<file path="config.mk">
export PLATFORM = sky130hd
export DESIGN_NAME = reg_writeback_unit
export DESIGN_NICKNAME = d
export VERILOG_FILES = /design/src/rtl/wb_pkg.sv /design/src/rtl/wb_fifo.sv /design/src/rtl/reg_writeback_unit.sv
export SDC_FILE = /design/constraint.sdc
export NUM_CORES = 1
export LEC_CHECK = 0
export ABC_AREA = 1
export CAP_MARGIN = 20
export CELL_PAD_IN_SITES_DETAIL_PLACEMENT = 1
export CELL_PAD_IN_SITES_GLOBAL_PLACEMENT = 1
export CORE_UTILIZATION = 35
export DETAILED_ROUTE_END_ITERATION = 12
export PLACE_DENSITY = 0.72
export SLEW_MARGIN = 20
export SYNTH_ARGS = -nofsm -noshare
export SYNTH_HDL_FRONTEND = slang
export SYNTH_HIERARCHICAL = 1
export SYNTH_SLANG_ARGS = --single-unit
</file>
<file path="constraint.sdc">
create_clock -name clk -period 3.55 [get_ports clk]
set_input_delay 0.355 -clock clk [delete_from_list [all_inputs] [get_ports clk]]
set_output_delay 0.355 -clock clk [all_outputs]
set_load 0.01 [all_outputs]
</file>
<file path="src/rtl/wb_pkg.sv">
`default_nettype none
// ============================================================================
// Module      : wb_pkg
// Description : Shared types and constants for the register write-back unit.
// Revision    : 1.0 - initial release
// ============================================================================
package wb_pkg;

    localparam int DATA_W = 32;
    localparam int ADDR_W = 5;

    localparam logic [ADDR_W-1:0] REG_ZERO = '0;

    typedef struct packed {
        logic [ADDR_W-1:0] dest;
        logic [DATA_W-1:0] data;
    } wb_entry_t;

endpackage
`default_nettype wire

</file>
<file path="src/rtl/wb_fifo.sv">
`default_nettype none
// ============================================================================
// Module      : wb_fifo
// Description : DEPTH-entry in-order FIFO of write-back entries; exposes all
//               entries in age order (index 0 = head) with a valid vector.
// Revision    : 1.0 - initial release
// ============================================================================
module wb_fifo
    import wb_pkg::*;
#(
    parameter int DEPTH = 4
) (
    input  logic                   clk,
    input  logic                   rst,
    input  logic                   i_push,
    input  logic                   i_pop,
    input  wb_entry_t              i_entry,
    output wb_entry_t              o_entries [DEPTH],
    output logic [DEPTH-1:0]       o_valid,
    output logic [$clog2(DEPTH):0] o_count
);

    localparam int PW = $clog2(DEPTH);
    localparam int CW = PW + 1;

    wb_entry_t         r_mem [DEPTH];
    logic [PW-1:0]     r_wr_ptr;
    logic [PW-1:0]     r_rd_ptr;
    logic [CW-1:0]     r_count;

    logic              w_do_push;
    logic              w_do_pop;

    assign w_do_push = i_push && (r_count < CW'(DEPTH));
    assign w_do_pop  = i_pop  && (r_count != '0);
    assign o_count   = r_count;

    always_ff @(posedge clk) begin
        if (rst) begin
            r_wr_ptr <= '0;
            r_rd_ptr <= '0;
            r_count  <= '0;
        end else begin
            if (w_do_push) begin
                r_wr_ptr <= r_wr_ptr + 1'b1;
            end
            if (w_do_pop) begin
                r_rd_ptr <= r_rd_ptr + 1'b1;
            end
            if (w_do_push && !w_do_pop) begin
                r_count <= r_count + 1'b1;
            end else if (w_do_pop && !w_do_push) begin
                r_count <= r_count - 1'b1;
            end
        end
    end

    // Storage carries no reset: occupancy alone decides which slots are live.
    always_ff @(posedge clk) begin
        if (w_do_push) begin
            r_mem[r_wr_ptr] <= i_entry;
        end
    end

    always_comb begin
        for (int k = 0; k < DEPTH; k++) begin
            o_entries[k] = r_mem[r_rd_ptr + PW'(k)];
            o_valid[k]   = (CW'(k) < r_count);
        end
    end

endmodule
`default_nettype wire

</file>
<file path="src/rtl/reg_writeback_unit.sv">
`default_nettype none
// ============================================================================
// Module      : reg_writeback_unit
// Description : Merges ALU and load results into an in-order queue that drives
//               the register-file write port; exports a pending-write mask.
//               Optional forwarding lookup enabled by macro WB_FORWARD_EN.
// Revision    : 1.0 - initial release
// ============================================================================
module reg_writeback_unit
    import wb_pkg::*;
#(
    parameter int DEPTH = 4
) (
    input  logic                   clk,
    input  logic                   reset,
    input  logic                   aluValid,
    output logic                   aluReady,
    input  logic [ADDR_W-1:0]      aluDest,
    input  logic [DATA_W-1:0]      aluData,
    input  logic                   memValid,
    output logic                   memReady,
    input  logic [ADDR_W-1:0]      memDest,
    input  logic [DATA_W-1:0]      memData,
    output logic [ADDR_W-1:0]      writeRegister,
    output logic [DATA_W-1:0]      writeData,
    output logic                   regWrite,
    output logic [31:0]            pendingMask,
`ifdef WB_FORWARD_EN
    input  logic [ADDR_W-1:0]      fwdAddr,
    output logic                   fwdHit,
    output logic [DATA_W-1:0]      fwdData,
`endif
    output logic [$clog2(DEPTH):0] fifoCount
);

    localparam int CW = $clog2(DEPTH) + 1;

    wb_entry_t         w_entries [DEPTH];
    logic [DEPTH-1:0]  w_valid;
    logic [CW-1:0]     w_count;
    logic              w_space;
    logic              w_mem_fire;
    logic              w_alu_fire;
    wb_entry_t         w_in;
    logic              w_push;
    logic              w_pop;

    logic [ADDR_W-1:0] r_write_reg;
    logic [DATA_W-1:0] r_write_data;
    logic              r_reg_write;

    // Readiness uses start-of-cycle occupancy; a same-cycle pop frees nothing.
    assign w_space  = (w_count < CW'(DEPTH));
    assign memReady = !reset && w_space;
    assign aluReady = !reset && w_space && !memValid;

    assign w_mem_fire = memValid && memReady;
    assign w_alu_fire = aluValid && aluReady;
    assign w_in.dest  = w_mem_fire ? memDest : aluDest;
    assign w_in.data  = w_mem_fire ? memData : aluData;
    // Writes to r0 complete the handshake but are discarded here.
    assign w_push     = (w_mem_fire || w_alu_fire) && (w_in.dest != REG_ZERO);
    assign w_pop      = (w_count != '0);

    wb_fifo #(
        .DEPTH     (DEPTH)
    ) u_fifo (
        .clk       (clk),
        .rst       (reset),
        .i_push    (w_push),
        .i_pop     (w_pop),
        .i_entry   (w_in),
        .o_entries (w_entries),
        .o_valid   (w_valid),
        .o_count   (w_count)
    );

    always_ff @(posedge clk) begin
        if (reset) begin
            r_reg_write  <= 1'b0;
            r_write_reg  <= '0;
            r_write_data <= '0;
        end else begin
            r_reg_write <= w_pop;
            if (w_pop) begin
                r_write_reg  <= w_entries[0].dest;
                r_write_data <= w_entries[0].data;
            end
        end
    end

    assign writeRegister = r_write_reg;
    assign writeData     = r_write_data;
    assign regWrite      = r_reg_write;
    assign fifoCount     = w_count;

    always_comb begin
        pendingMask = '0;
        for (int k = 0; k < DEPTH; k++) begin
            if (w_valid[k]) begin
                pendingMask[w_entries[k].dest] = 1'b1;
            end
        end
        if (r_reg_write) begin
            pendingMask[r_write_reg] = 1'b1;
        end
    end

`ifdef WB_FORWARD_EN
    // Scan oldest to youngest so the last match, the youngest, wins.
    always_comb begin
        fwdHit  = 1'b0;
        fwdData = '0;
        if (r_reg_write && (r_write_reg == fwdAddr)) begin
            fwdHit  = 1'b1;
            fwdData = r_write_data;
        end
        for (int k = 0; k < DEPTH; k++) begin
            if (w_valid[k] && (w_entries[k].dest == fwdAddr)) begin
                fwdHit  = 1'b1;
                fwdData = w_entries[k].data;
            end
        end
        if (fwdAddr == REG_ZERO) begin
            fwdHit  = 1'b0;
            fwdData = '0;
        end
    end
`endif

endmodule
`default_nettype wire
</file>
== Word level (Yosys, flattened, before mapping) ==
Memory sizes are Yosys's and may differ from the RTL's. A register that Yosys moved wholly into a read port is not among the register bits.
Cells that the tools add are included.

* Register bits after elaboration: 45
* RAM bits: 148
* Bits of input ports: 78
* Output and inout bits: 75
* Word-level logic and storage cells: 76
* Memories: 1

{| class="wikitable"
|+ Memory list
! name !! depth !! bits a word !! read ports !! clocked after memory_dff !! write ports !! line !! source
|-
| u_fifo.r_mem || 4 || 37 || 4 || 1 || 1 || wb_fifo.sv:26 || <nowiki>wb_entry_t r_mem [DEPTH];</nowiki>
|}

* Add/subtract/negate cells: 6
* Order comparisons: 15
* Mux-type cells: 23
* Bitwise operators: 4
* Reduce and logical (&&, ||, !) cells: 21

{| class="wikitable"
|+ Operators with widths
! operator !! count
|-
| 32-bit two-way mux || 6
|-
| 32-bit bitwise OR || 4
|-
| 5-bit by 6-bit < comparator with 1-bit output, second input constant || 5
|-
| 1-bit demux with 5-bit select || 5
|-
| 5-bit by 1-bit greater-or-equal comparator with 1-bit output, second input constant || 5
|-
| 1-bit logical AND || 13
|-
| 1-bit two-way mux || 7
|-
| 1-bit by 3-bit < comparator with 1-bit output, first input constant || 2
|-
| 2-bit by 3-bit < comparator with 1-bit output, first input constant || 2
|-
| 3-bit two-way mux || 2
|-
| 5-bit two-way mux || 1
|-
| 5-bit nonzero test || 1
|-
| 2-bit by 1-bit adder with 2-bit output, second input constant || 2
|-
| 2-bit adder, second input constant || 2
|-
| 1-bit zero test || 4
|-
| 2-bit two-way mux || 2
|-
| 3-bit by 1-bit adder with 3-bit output, second input constant || 1
|-
| 3-bit < comparator, second input constant || 1
|-
| 3-bit nonzero test || 1
|-
| 3-bit by 1-bit subtractor with 3-bit output, second input constant || 1
|-
| 2-bit nonzero test || 1
|-
| 1-bit logical OR || 1
|}

== Depth between registers and ports, before layout ==
An unclocked memory read counts as a cell.

* Depth in word-level cells: 14
* Depth in mapped cells: 17
* Depth with buffers taken out: 16

== Cells and area by module ==
The synthesis kept the hierarchy.

{| class="wikitable"
|+ Modules (own cells, without submodules)
! module !! times used !! cells an instance !! area each (um^2)
|-
| wb_fifo || 1 || 1005 || 8685.8
|-
| reg_writeback_unit || 1 || 526 || 3185.6
|}

== Least setup slack after synthesis ==
No wires, ideal clock.

* Kind: register to register
* From: register u_fifo.r_count[2], in the netlist u_fifo/o_count[2]
* To: memory u_fifo/r_mem[0][0] (netlist name) (enable)
* Setup time: 431 ps
* Arrival: 2862 ps
* Data required time: 3119 ps
* Setup slack: 256 ps
* Stages on the path, launching flop included: 11
* Buffers on the path: 1
* Period minus slack after synthesis: 3294 ps
* Path through: dfxtp_1 > nor2_4 > nand2_1 > buf_6 > nand2_1 > o21ai_0 > nand2_1 > nor2_1 > nor2_1 > nand2_1 > nor2_1

* Longest elaborated chain between the ends: 9

{| class="wikitable"
|+ Ends and longest elaborated chain
! element !! line !! source
|-
| start: declaration || wb_fifo.sv:29 || <nowiki>logic [CW-1:0] r_count;</nowiki>
|-
| start signal: assignment || wb_fifo.sv:51 || <nowiki>r_count <= r_count + 1'b1;</nowiki>
|-
| start signal: assignment || wb_fifo.sv:53 || <nowiki>r_count <= r_count - 1'b1;</nowiki>
|-
| 3-bit < comparator * || reg_writeback_unit.sv:53 || <nowiki>assign w_space = (w_count < CW'(DEPTH));</nowiki>
|-
| 1-bit logical AND * || reg_writeback_unit.sv:54 || <nowiki>assign memReady = !reset && w_space;</nowiki>
|-
| named net memReady || reg_writeback_unit.sv:21 || <nowiki>output logic memReady,</nowiki>
|-
| 1-bit logical AND, on equally long branches || reg_writeback_unit.sv:57, reg_writeback_unit.sv:55 ||
|-
| 5-bit two-way mux / 1-bit logical AND (equally long branches) || reg_writeback_unit.sv:59, reg_writeback_unit.sv:58 ||
|-
| 5-bit nonzero test / 1-bit logical OR (equally long branches) || reg_writeback_unit.sv:62 || <nowiki>assign w_push = (w_mem_fire || w_alu_fire) && (w_in.dest != REG_ZERO);</nowiki>
|-
| 1-bit logical AND * || reg_writeback_unit.sv:62 ||
|-
| named net w_push || reg_writeback_unit.sv:45 || <nowiki>logic w_push;</nowiki>
|-
| 1-bit logical AND * || wb_fifo.sv:34 || <nowiki>assign w_do_push = i_push && (r_count < CW'(DEPTH));</nowiki>
|-
| 1-bit two-way mux * || wb_fifo.sv:60 || <nowiki>if (w_do_push) begin</nowiki>
|-
| 1-bit two-way mux (not written as such) * || wb_fifo.sv:61 || <nowiki>r_mem[r_wr_ptr] <= i_entry;</nowiki>
|-
| end: declaration || wb_fifo.sv:26 ||
|}

Mark *: on every way through the listed nets, which the timed path passes. The rest lies on a longest branch.

==> impl_summary.txt <==
----------------------------------------------------
[Outcome]
  Run status ... complete, no violations

[Global routing]
  Vias in the first global route ... 8,449
  Met2 Usage GRT ... 0.3787
  Global-route wire length before repair ... 46,690 um
  Total Routing Usage GR ... 0.2117
  Busiest layer in global routing ... met2
  Met1 demand-to-capacity share in global routing ... 0.2652
  Antenna violations before repair ... 0
  GRT overflow ... 0
  Maximum number of pins on one net before global-route repair ... 72
  GRT met3 Usage ... 0.02899

[Critical path]
  Endpoint arrival time on the critical path ... 3.02 ns
  Startpoint class of the critical path ... flop
  Reg2reg end ... u_fifo/o_count[2]
  Gate family responsible for the most delay along the worst path ... buffers and inverters
  Worst R2R Setup Slack ... ~0.88 ns
  Endpoint required time on the critical path ... 3.19 ns
  Maximum fanout along the worst path ... 14
  Cell-by-cell trace of the critical path ... buf_4 -> nand2_1 -> inv_2 -> a22oi_1 -> nand2_1 -> inv_1 -> nand3_1 -> o21ai_0 -> inv_1 -> nand4_1 -> clkdlybuf4s50_1
  Crit path largest cell delay ... 0.56 ns
  Length in cells of the worst reg-to-reg path ... 15
  Number of buffers and inverters on the critical path ... 5
  CP Depth ... 11
  Category of the most critical setup path ... flop to primary output
  Critical-path top delay cell ... clkdlybuf4s50_1
  R2r startpoint ... u_fifo/o_count[2]
  Kind of end point of the critical path ... primary output

[Finish]
  Sequential cell area ... 5386 um^2
  Filler instances ... roughly 3.1k
  Share of post-route cells with drive strength above 1 ... 0.1104
  Post-layout utilization of the core ... 0.4574
  Fin cells ... 1,613
  Multi-input combinational cell area ... 3712 um^2
  Most frequent cells in the layout ... 151 x nand2_1, 151 x clkdlybuf4s50_1, 148 x edfxtp_1
  Antenna diodes ... 0
  Final layout net count ... ~1.3k
  Area added between synthesis and finish ... 27.16%
  Final cell area excluding filler cells ... 12,430 um^2

[Detailed routing]
  Routed Wire Length ... 29,550 um
  Number of DRC violations after detailed routing ... 0
  Residual antenna-violating net count after detailed routing ... 0
  Violation count after the first detailed-routing iteration ... 531
  WL/cell ... 18.32 um
  First drt pass iteration count ... 4
  Vias per Instance ... 5.139
  Total via count after detailed routing ... 8,290

[Floorplanning]
  Vertical die dimension ... approximately 170 um
  Chip Width ... 169.1 um
  Top-level port count ... 153
  Standard-cell rows ... 60
  Starting utilization of the core area ... 0.3597
  Core box area ... 27,180 um^2
  Die ar. ... 28,600 um^2

[STA]
  Period utilization ... 0.9505
  RSZ-0062 raised after global routing ... no
  Post-layout minimum cycle time ... 3.374 ns
  Worst Skew ... about 0.013 ns
  Highest clock frequency the design can meet ... 296.3 MHz
  Final setup TNS ... 0 ns
  Final setup violation count ... 0
  Fin. Hold Viols ... 0
  Measured slew at the worst slew-check pin ... 0.6751 ns
  Number of slew-limit violations in the final report ... 0
  Slew margin rel. ... 0.5499

[Synthesis]
  Yosys synthesis warning count ... 6
  Post-synthesis instance area ... 9774 um^2
  Post-synthesis instance total ... between 1k and 1.5k
  Per-instance average area after synthesis ... 8.959 um^2
  Post-Syn Nets ... 1,178

[Placed design]
  Port Buffer Count ... between 150 and 200
  Placer's final routability congestion estimate ... roughly 0.89
  Total instance count after detailed placement ... 1,581
  Total placed instance area ... 11,730 um^2
  Final HPWL from detailed placement ... around 21,000 um

[Clocking]
  TritonCTS clock tree ... done
  Max H-tree Level ... 4
  Clock slew at the register clock pins of the worst setup and hold paths ... 0.08 ns
  Post-CTS setup buffer count ... 0
  Count of hold-fix buffers inserted at cts ... 0
  Clk root buf ... clkbuf_16
  Number of buffers inserted during clock tree synthesis ... 17
  Buffer levels on the longest clock path ... 2
  Worst skew pair latency ... 0.44 ns
  Number of clock sinks seen by CTS ... a little under 200

[Power and ir drop]
  Leakage power total ... 4.704 nW
  Power per cell area ... slightly below 800 nW/um^2
  Peak VDD IR ... ~0.43 mV
  Power after layout ... 9.873 mW

[Flow run]
  Max-Cap Viols ... 0

[Min path]
  Path class of the lowest-slack min-delay path ... flop to flop
  WHS Path Cells ... 2
  Hold_sp ... writeData[10]
  End point of the worst hold path ... writeData[10]

----------------------------------------------------
-- registers in the layout (all words and copies together) (netlist names), named ones only --
register         cells
regWrite             1
u_fifo/r_rd_ptr      2
u_fifo/r_wr_ptr      2
writeRegister        5
writeData           32
u_fifo/o_count       3
u_fifo/r_mem       148
-- routing by layer --
| metal | share of wire | up-vias |
|---|---|---|
| met4 | 0.019 | 0 |
| met3 | 0.036 | 36 |
| li1 | - | 3985 |
| met1 | 0.44 | 4075 |
| met5 | 0 | - |
| met2 | 0.51 | 194 |
-- per-stage QoR --
step / setup slack [ns] / hold slack, ns
global route: 0.01511 / 0.4942
global placement: 0.4455 / 0.4490
floorplan: 0.2565 / 0.4330
CTS: 0.03229 / 0.4692
detailed placement: 0.4385 / 0.4566
finish: 0.1756 / 0.4646
-- tightest hold or removal path, delay by kind of cell, from the launching register on --
kind	cells	cell delay, ns
AO/OA/AOI/OAI	1	0.05
flip-flops	1	0.32
AND/OR/NAND/NOR	1	0.06
-- cell type report --
type | count | area share
flip-flops and latches | 195 | 0.4334
multi-input cells | 712 | 0.2987
repair buffers | 186 | 0.1456
well taps | 372 | 0.03745
inverters | 116 | 0.03523
clock buffers | 17 | 0.03423
clock inverters | 15 | 0.01550
-- power breakdown --
group	switching [mW]	internal, mW	total [mW]
logic	3.13	1.71	4.83
registers	0.228	2.91	3.14
clock network	0.948	0.956	1.90
total	4.30	5.57	9.87
-- worst max path at each step --
stage                             from            endpoint  slack (ns)
global route                      flop      pendingMask[8]        0.02
global placement    u_fifo/r_rd_ptr[0]     pendingMask[25]        0.45
floorplan            u_fifo/o_count[2]  u_fifo/r_mem[0][0]        0.26
finish              u_fifo/r_rd_ptr[0]     pendingMask[26]        0.18
detailed placement  u_fifo/r_rd_ptr[0]     pendingMask[26]        0.44
CTS                 u_fifo/r_rd_ptr[0]     pendingMask[25]        0.03
-- what timing repair did --
item	4_1_cts	5_1_grt
pin swaps	0	0
gates resized for setup	2	20
setup endpoints to repair	2	32
Note: power is estimated with default switching activity, not from simulation.
